### config.mk
export PLATFORM = sky130hd
export DESIGN_NAME = uart_status_tx
export DESIGN_NICKNAME = d
export VERILOG_FILES = /design/src/rtl/uart_status_tx.sv
export SDC_FILE = /design/constraint.sdc
export NUM_CORES = 1
export LEC_CHECK = 0
export BUFFER_PORTS_ARGS = -buffer_cell sky130_fd_sc_hd__buf_2
export CAP_MARGIN = 20
export CORE_ASPECT_RATIO = 1.75
export CORE_MARGIN = 1.5
export CORE_UTILIZATION = 40
export CTS_CLUSTER_SIZE = 14
export DETAILED_ROUTE_END_ITERATION = 16
export GPL_TIMING_DRIVEN = 0
export PLACE_DENSITY = 0.61
export SYNTH_ARGS = -nofsm -noshare
export SYNTH_HDL_FRONTEND = slang
export SYNTH_SLANG_ARGS = --single-unit
### constraint.sdc
create_clock -name clk -period 3.2 [get_ports clk]
set_clock_uncertainty 0.1 [all_clocks]
set_input_delay 0 -clock clk [delete_from_list [all_inputs] [get_ports clk]]
set_output_delay 0 -clock clk [all_outputs]
set_load 0.01 [all_outputs]
### src/rtl/uart_status_tx.sv
// Status-byte UART transmitter for the player-to-player link: tagged, parity-protected 8N1 frames
// on status change or keepalive. Define UART_STATUS_TX_DOUBLE_STOP_EN for two stop bits (8N2).
module uart_status_tx #(
  parameter int BAUD_DIV         = 6771,
  parameter int KEEPALIVE_CYCLES = 6500000
) (
  input  logic       clk,
  input  logic       rst,
  input  logic       game_over,
  input  logic       player_ready,
  input  logic       play_selected,
  input  logic       multiplayer,
  output logic       tx,
  output logic       busy,
  output logic       frame_sent,
  output logic [7:0] last_frame
);

`ifdef UART_STATUS_TX_DOUBLE_STOP_EN
  localparam int STOP_BITS = 2;
`else
  localparam int STOP_BITS = 1;
`endif

  localparam int BAUD_W = (BAUD_DIV > 1) ? $clog2(BAUD_DIV) : 1;
  localparam int KA_W   = (KEEPALIVE_CYCLES > 2) ? $clog2(KEEPALIVE_CYCLES) : 1;
  localparam logic [2:0] SYNC_TAG = 3'b101;

  typedef enum logic [1:0] {
    IDLE,
    START,
    DATA,
    STOP
  } state_t;

  state_t            state_reg;
  logic [BAUD_W-1:0] baud_cnt_reg;
  logic [2:0]        bit_idx_reg;
  logic [KA_W-1:0]   ka_cnt_reg;
  logic [3:0]        snapshot_reg;
  logic              pending_reg;
  logic [7:0]        shift_reg;

  logic [3:0]        status_now;
  logic [7:0]        frame_byte;
  logic              status_changed;
  logic              baud_last;
  logic [2:0]        bit_idx_inc;
  logic [KA_W-1:0]   ka_cnt_inc;
  logic              ka_expire;

  assign status_now     = {multiplayer, play_selected, player_ready, game_over};
  assign frame_byte     = {SYNC_TAG, status_now, ^{SYNC_TAG, status_now}};
  assign status_changed = (status_now != snapshot_reg);
  assign baud_last      = (baud_cnt_reg == BAUD_W'(BAUD_DIV - 1));
  assign bit_idx_inc    = bit_idx_reg + 3'd1;
  assign ka_cnt_inc     = ka_cnt_reg + KA_W'(1);
  // Fire on the increment that would reach KEEPALIVE_CYCLES-1, so the line idles exactly
  // KEEPALIVE_CYCLES cycles between the stop bit and the next start bit.
  assign ka_expire      = (ka_cnt_inc == KA_W'(KEEPALIVE_CYCLES - 1));

  always_ff @(posedge clk or negedge rst) begin
    if (!rst) begin
      state_reg    <= IDLE;
      baud_cnt_reg <= '0;
      bit_idx_reg  <= '0;
      ka_cnt_reg   <= '0;
      snapshot_reg <= 4'b0000;
      pending_reg  <= 1'b1;
      shift_reg    <= 8'h00;
      tx           <= 1'b1;
      busy         <= 1'b0;
      frame_sent   <= 1'b0;
      last_frame   <= 8'h00;
    end else begin
      frame_sent <= 1'b0;
      if (status_changed) begin
        pending_reg <= 1'b1;
      end

      case (state_reg)
        IDLE: begin
          tx <= 1'b1;
          if (pending_reg) begin
            // Load clears pending; the snapshot takes the same inputs, so it is never stale here.
            snapshot_reg <= status_now;
            shift_reg    <= frame_byte;
            last_frame   <= frame_byte;
            pending_reg  <= 1'b0;
            ka_cnt_reg   <= '0;
            baud_cnt_reg <= '0;
            busy         <= 1'b1;
            tx           <= 1'b0;
            state_reg    <= START;
          end else if (ka_expire) begin
            pending_reg <= 1'b1;
            ka_cnt_reg  <= '0;
          end else begin
            ka_cnt_reg <= ka_cnt_inc;
          end
        end

        START: begin
          if (baud_last) begin
            baud_cnt_reg <= '0;
            bit_idx_reg  <= 3'd0;
            tx           <= shift_reg[0];
            state_reg    <= DATA;
          end else begin
            baud_cnt_reg <= baud_cnt_reg + BAUD_W'(1);
          end
        end

        DATA: begin
          if (baud_last) begin
            baud_cnt_reg <= '0;
            if (bit_idx_reg == 3'd7) begin
              bit_idx_reg <= 3'd0;
              tx          <= 1'b1;
              state_reg   <= STOP;
            end else begin
              bit_idx_reg <= bit_idx_inc;
              tx          <= shift_reg[bit_idx_inc];
            end
          end else begin
            baud_cnt_reg <= baud_cnt_reg + BAUD_W'(1);
          end
        end

        STOP: begin
          tx <= 1'b1;
          // bit_idx_reg is reused to count stop bits.
          if (baud_last) begin
            baud_cnt_reg <= '0;
            if (bit_idx_reg == 3'(STOP_BITS - 1)) begin
              bit_idx_reg <= 3'd0;
              frame_sent  <= 1'b1;
              busy        <= 1'b0;
              state_reg   <= IDLE;
            end else begin
              bit_idx_reg <= bit_idx_inc;
            end
          end else begin
            baud_cnt_reg <= baud_cnt_reg + BAUD_W'(1);
          end
        end

        default: begin
          state_reg <= IDLE;
          tx        <= 1'b1;
          busy      <= 1'b0;
        end
      endcase
    end
  end

endmodule
==> results of run 1 <==
==> what timing repair did <==
item	in CTS	in global routing
endpoints found under the hold margin	53	0
hold buffers	5	0
endpoints found under the setup margin	0	0
gates resized for setup	0	0
==> power by group <==
part           switching (µW)  internal (µW)  total (µW)
clock                     252            313         566
sequential                104            757         861
combinational             502            315         817
==> cell type report <==
class,instances,area [µm²],area share [%]
flip-flops and latches,51,1279,34.49
inverters,22,82.58,2.227
multi-input cells,271,1795,48.43
repair buffers,21,145.1,3.915
plain buffers,23,137.6,3.712
clock inverters,2,16.27,0.4387
clock buffers,6,138.9,3.746
well taps,90,112.6,3.037
==> cells in the mapped netlist, types with 4 or more instances <==
cell type / number
a211oi_1: 5
o2bb2ai_1: 4
inv_1: 22
and3_1: 13
ha_1: 11
buf_2: 6
nand2_1: 44
mux2_2: 6
clkbuf_1: 9
nor4_1: 7
o31ai_1: 4
nand4_1: 7
o21ai_0: 37
and4_1: 4
nor3_1: 11
nor2_1: 14
o21ai_1: 4
mux2i_1: 6
nand3_1: 19
xnor2_1: 10
dfrtp_1: 49
nand2b_1: 5
or3_1: 4
a31oi_1: 4
a21oi_1: 5
==> layer usage <==
metal	vias up	GRT usage [%]	wire (µm)
li1	1391	-	-
met1	1337	22.71	3461
met2	48	35.30	4314
met3	16	3.097	203
met4	0	8.255	241
met5	-	0	0
==> critical path: stages (launching register included) <==
cell	delay, ns
dfrtp_1	0.34
buf_2	0.19
and2_1	0.14
buf_2	0.22
nand4_4	0.16
or4_4	0.45
a221oi_2	0.28
and4_1	0.24
buf_6	0.15
nand2b_1	0.26
o22ai_1	0.13
==> metrics by stage <==
stage	total power, µW	cells	setup slack (ns)
2_1_floorplan	1429	367	0.7501
3_3_place_gp	1674	472	0.4617
3_5_place_dp	1698	473	0.3957
4_1_cts	2272	486	0.3788
5_1_grt	2400	486	0.2782
6_report	2244	486	0.4000
==> path summary, 6_finish.rpt <==
| path | startpoint | slack, ns | end | depth (start not counted) |
|---|---|---|---|---|
| max in group asynchronous | rst | 2.34 | tx | 3 |
| min in group clk | tx | 0.38 | tx | 2 |
| worst min-delay path | rst | 0.06 | ka_cnt_reg[21] | 2 |
| worst max-delay path | ka_cnt_reg[6] | 0.40 | ka_cnt_reg[18] | 10 |
| worst max register to register | ka_cnt_reg[6] | 0.40 | ka_cnt_reg[18] | 10 |
| worst min register to register | tx | 0.38 | tx | 2 |
==> logic make-up after synthesis <==
logic type / share of synthesized area (%)
XOR/XNOR: 3.190
other: 0.1138
AND/OR/NAND/NOR: 24.46
AO/OA/AOI/OAI: 18.00
multiplexers: 4.557
flip-flops: 38.82
adder cells (fa/ha/maj): 4.178
buffers and inverters: 6.684
==> run summary, run 1 <==
relative slew slack -> 49.43%
crit share post-route -> 87.50%
Worst Setup End Kind -> flip-flop
global-route wire length before repair -> 13,410 µm
CTS root buf -> clkbuf_16
CTS H-Tree Depth -> 2
Most used DFF post-synth -> dfrtp_1
Async S/R FF share, synth -> 100.0%
pwr dens -> 605.3 nW/µm²
hold slack -> 0.06286 ns
Clock Tree Buf Depth -> 2
Die Area -> 8811 µm²
Worst EP required -> 3.26 ns
Synth top area share -> 37.22%
GPL Wtd Cong -> 0.8559
Hold Vio Cnt, Final -> 0
Synth Net Count -> 384
PortBufs -> 15
Wirelength per Cell -> 16.91 µm
critical path class -> flip-flop to flip-flop
number of synthesized flops with an enable pin -> 0
startpoint types -> flip-flop
area grow syn2layout -> 12.53%
Die X -> 71.60 µm
total DRC errors in the routed layout -> 0
Chip Height -> 123.1 µm
Rows -> 43
Via density -> 5.745
initial antenna violation count -> 0
final antenna-violating net count -> 0
Synth Cell Area -> 3294 µm²
Max Clk Rate -> 0.3571 GHz
largest net degree at the start of global routing -> 38
final core utilization -> 46.56%
worst hold path class -> input port to async pin
Initial Util -> 41.37%
CTS buffer count -> 5
leading cell types in the layout, fill and taps excluded -> dfrtp_1, nand2_1, o21ai_0
First-pass DRT Iterations -> 6
setup tns final -> 0 ns
Overall Global Routing Usage -> 19.61%
NumNets Final -> 412
top post-synthesis cells by area -> dfrtp_1, o21ai_0, nand2_1
Slew Limit Fails -> 0
CTS tree -> yes
Mean Syn Cell Area -> 8.977 µm²
largest area contributor in the netlist -> dfrtp_1
Seq cells post-synth -> 51
Syn. warnings -> 0
grt ovf -> 0
unrepaired setup endpoints after global routing -> false
Max VDD drop -> 0.0004362 V
Routed Wire Length -> 8220 µm
Post-DP Area -> 3502 µm²
Sink Count -> 51
Seq/Total Area, Yosys -> 38.82%
commonest non-fill, non-tap cell in the layout -> dfrtp_1
status -> finished, final reports clean
io pins -> 17
leakage -> 0.001597 µW
DP HPWL -> 5861 µm
clock latency at the later pin of the worst-skew pair -> 0.30 ns
Initial DRC Count -> 140
postcts setup bufs -> 0
maximum fanout along the worst path -> 8
total number of vias -> 2,792
max cap viols -> 0
Worst-Margin Slew -> 0.7528 ns
Unique masters post-synth -> 65
vias in the first global route -> 2,722
# setup viols final -> 0
Filler cells -> 765
CORE AREA -> 7963 µm²
min cycle time layout -> 2.800 ns
Syn Inst Count -> 367
clock-pin transition on the worst setup and hold timing paths -> 0.07 ns
WP data arrival -> 2.86 ns
layout cell share with drive strength beyond 1 -> 14.65%
Final Cell Area -> 3707 µm²
Antenna Cells -> 0
max FFs per register -> 23
Note: power is estimated with default switching activity, not from simulation.
==> run 2: changes to the inputs <==
--- a/config.mk
+++ b/config.mk
@@ -9,10 +9,10 @@
 export CAP_MARGIN = 20
 export CORE_ASPECT_RATIO = 1.75
-export CORE_MARGIN = 1.5
-export CORE_UTILIZATION = 40
+export CORE_MARGIN = 4
+export CORE_UTILIZATION = 45
 export CTS_CLUSTER_SIZE = 14
 export DETAILED_ROUTE_END_ITERATION = 16
 export GPL_TIMING_DRIVEN = 0
-export PLACE_DENSITY = 0.61
+export PLACE_DENSITY = 0.67
 export SYNTH_ARGS = -nofsm -noshare
 export SYNTH_HDL_FRONTEND = slang
==> constraint.sdc (replaced) <==
create_clock -name clk -period 3.2 [get_ports clk]
set_clock_uncertainty 0.1 [all_clocks]
set_input_delay 0.16 -clock clk [delete_from_list [all_inputs] [get_ports clk]]
set_output_delay 0.16 -clock clk [all_outputs]
set_load 0.01 [all_outputs]
==> run summary, run 2 (synthesized netlist as in run 1, its figures left out) <==
Die Area -> 8808 µm²
clock latency at the later pin of the worst-skew pair -> 0.30 ns
NumNets Final -> 408
largest net degree at the start of global routing -> 39
critical path class -> flip-flop to flip-flop
DP HPWL -> 5804 µm
leakage -> 0.001580 µW
worst hold path class -> input port to flip-flop
min cycle time layout -> 2.835 ns
Routed Wire Length -> 7949 µm
Wirelength per Cell -> 16.63 µm
CTS tree -> yes
max cap viols -> 0
io pins -> 17
Hold Vio Cnt, Final -> 0
r2r setup slk -> 0.36 ns
total DRC errors in the routed layout -> 0
Post-DP Area -> 3497 µm²
unrepaired setup endpoints after global routing -> false
PortBufs -> 15
max FFs per register -> 23
# setup viols final -> 0
CORE AREA -> 7182 µm²
CTS H-Tree Depth -> 2
leading cell types in the layout, fill and taps excluded -> dfrtp_1, nand2_1, o21ai_0
Initial DRC Count -> 157
Antenna Cells -> 0
Overall Global Routing Usage -> 19.31%
status -> finished, final reports clean
Rows -> 41
Clock Tree Buf Depth -> 2
WP data arrival -> 2.96 ns
grt ovf -> 0
Worst Setup End Kind -> flip-flop
Initial Util -> 45.87%
setup tns final -> 0 ns
clock-pin transition on the worst setup and hold timing paths -> 0.07 ns
commonest non-fill, non-tap cell in the layout -> dfrtp_1
Slew Limit Fails -> 0
maximum fanout along the worst path -> 10
initial antenna violation count -> 0
Max Clk Rate -> 0.3527 GHz
Pwr Total -> 2232 µW
CTS buffer count -> 5
First-pass DRT Iterations -> 4
Sink Count -> 51
postcts setup bufs -> 0
Via density -> 5.952
CTS root buf -> clkbuf_16
crit share post-route -> 88.61%
Final Cell Area -> 3662 µm²
post_cts resized -> 0
relative slew slack -> 48.31%
vias in the first global route -> 2,770
Worst-Margin Slew -> 0.7694 ns
GPL Wtd Cong -> 0.8566
final antenna-violating net count -> 0
Filler cells -> 717
total number of vias -> 2,845
Max VDD drop -> 0.0004813 V
startpoint types -> flip-flop
Chip Height -> 121.2 µm
final core utilization -> 50.99%
layout cell share with drive strength beyond 1 -> 14.80%
area grow syn2layout -> 11.17%
pwr dens -> 609.4 nW/µm²
Die X -> 72.68 µm
Worst EP required -> 3.32 ns
global-route wire length before repair -> 13,230 µm
## run 2: worst max-delay path, stage by stage (launching register included)
cell	delay, ns
dfrtp_1	0.46
and4_1	0.25
buf_6	0.15
nand2_1	0.13
nor3_1	0.46
mux2_2	0.39
and4_1	0.16
buf_6	0.14
buf_12	0.14
o31ai_1	0.24
o2bb2ai_1	0.14
## run 2: layer usage
layer / routed length, µm / share of wire (%) / vias to the layer above / track usage [%]
li1: - / - / 1377 / -
met1: 3185 / 40 / 1387 / 21.93
met2: 4297 / 54 / 65 / 34.11
met3: 262 / 3.3 / 16 / 2.736
met4: 204 / 2.6 / 0 / 9.931
met5: 0 / 0 / - / 0
## run 2: cell type report
type	count	area [µm²]	area share, %
Multi-Input combinational cell	271	1795	49.03
Sequential cell	51	1279	34.92
Clock buffer	6	138.9	3.792
Buffer	23	137.6	3.758
Tap cell	86	107.6	2.938
Timing Repair Buffer	17	105.1	2.870
Inverter	22	82.58	2.255
Clock inverter	2	16.27	0.4441
## run 2: repair_timing
action / CTS / global route
hold buffers: 1 / 0
hold endpoints to repair: 13 / 0
setup endpoints to repair: 0 / 0
## run 2: power breakdown
part | switching [µW] | internal (µW)
Clock | 254 | 313
Combinational | 495 | 311
Sequential | 102 | 757
## run 2: stage by stage
step	setup slack (ns)	instances	hold slack, ns
global route	0.2335	478	0.05289
finish	0.3646	478	0.05013
CTS	0.3973	478	0.04924
detailed placement	0.4137	469	-0.007553
floorplan	0.7501	367	-0.2356
global placement	0.4455	468	0.3450
## run 2: final timing paths
path,start,to,cells after the start
worst max-delay path,ka_cnt_reg[3],ka_cnt_reg[7],10
worst min-delay path,player_ready,snapshot_reg[1],2
worst max register to register,ka_cnt_reg[3],ka_cnt_reg[7],10
worst min register to register,tx,tx,2
max in group asynchronous,rst,tx,3
min in group asynchronous,rst,ka_cnt_reg[6],2
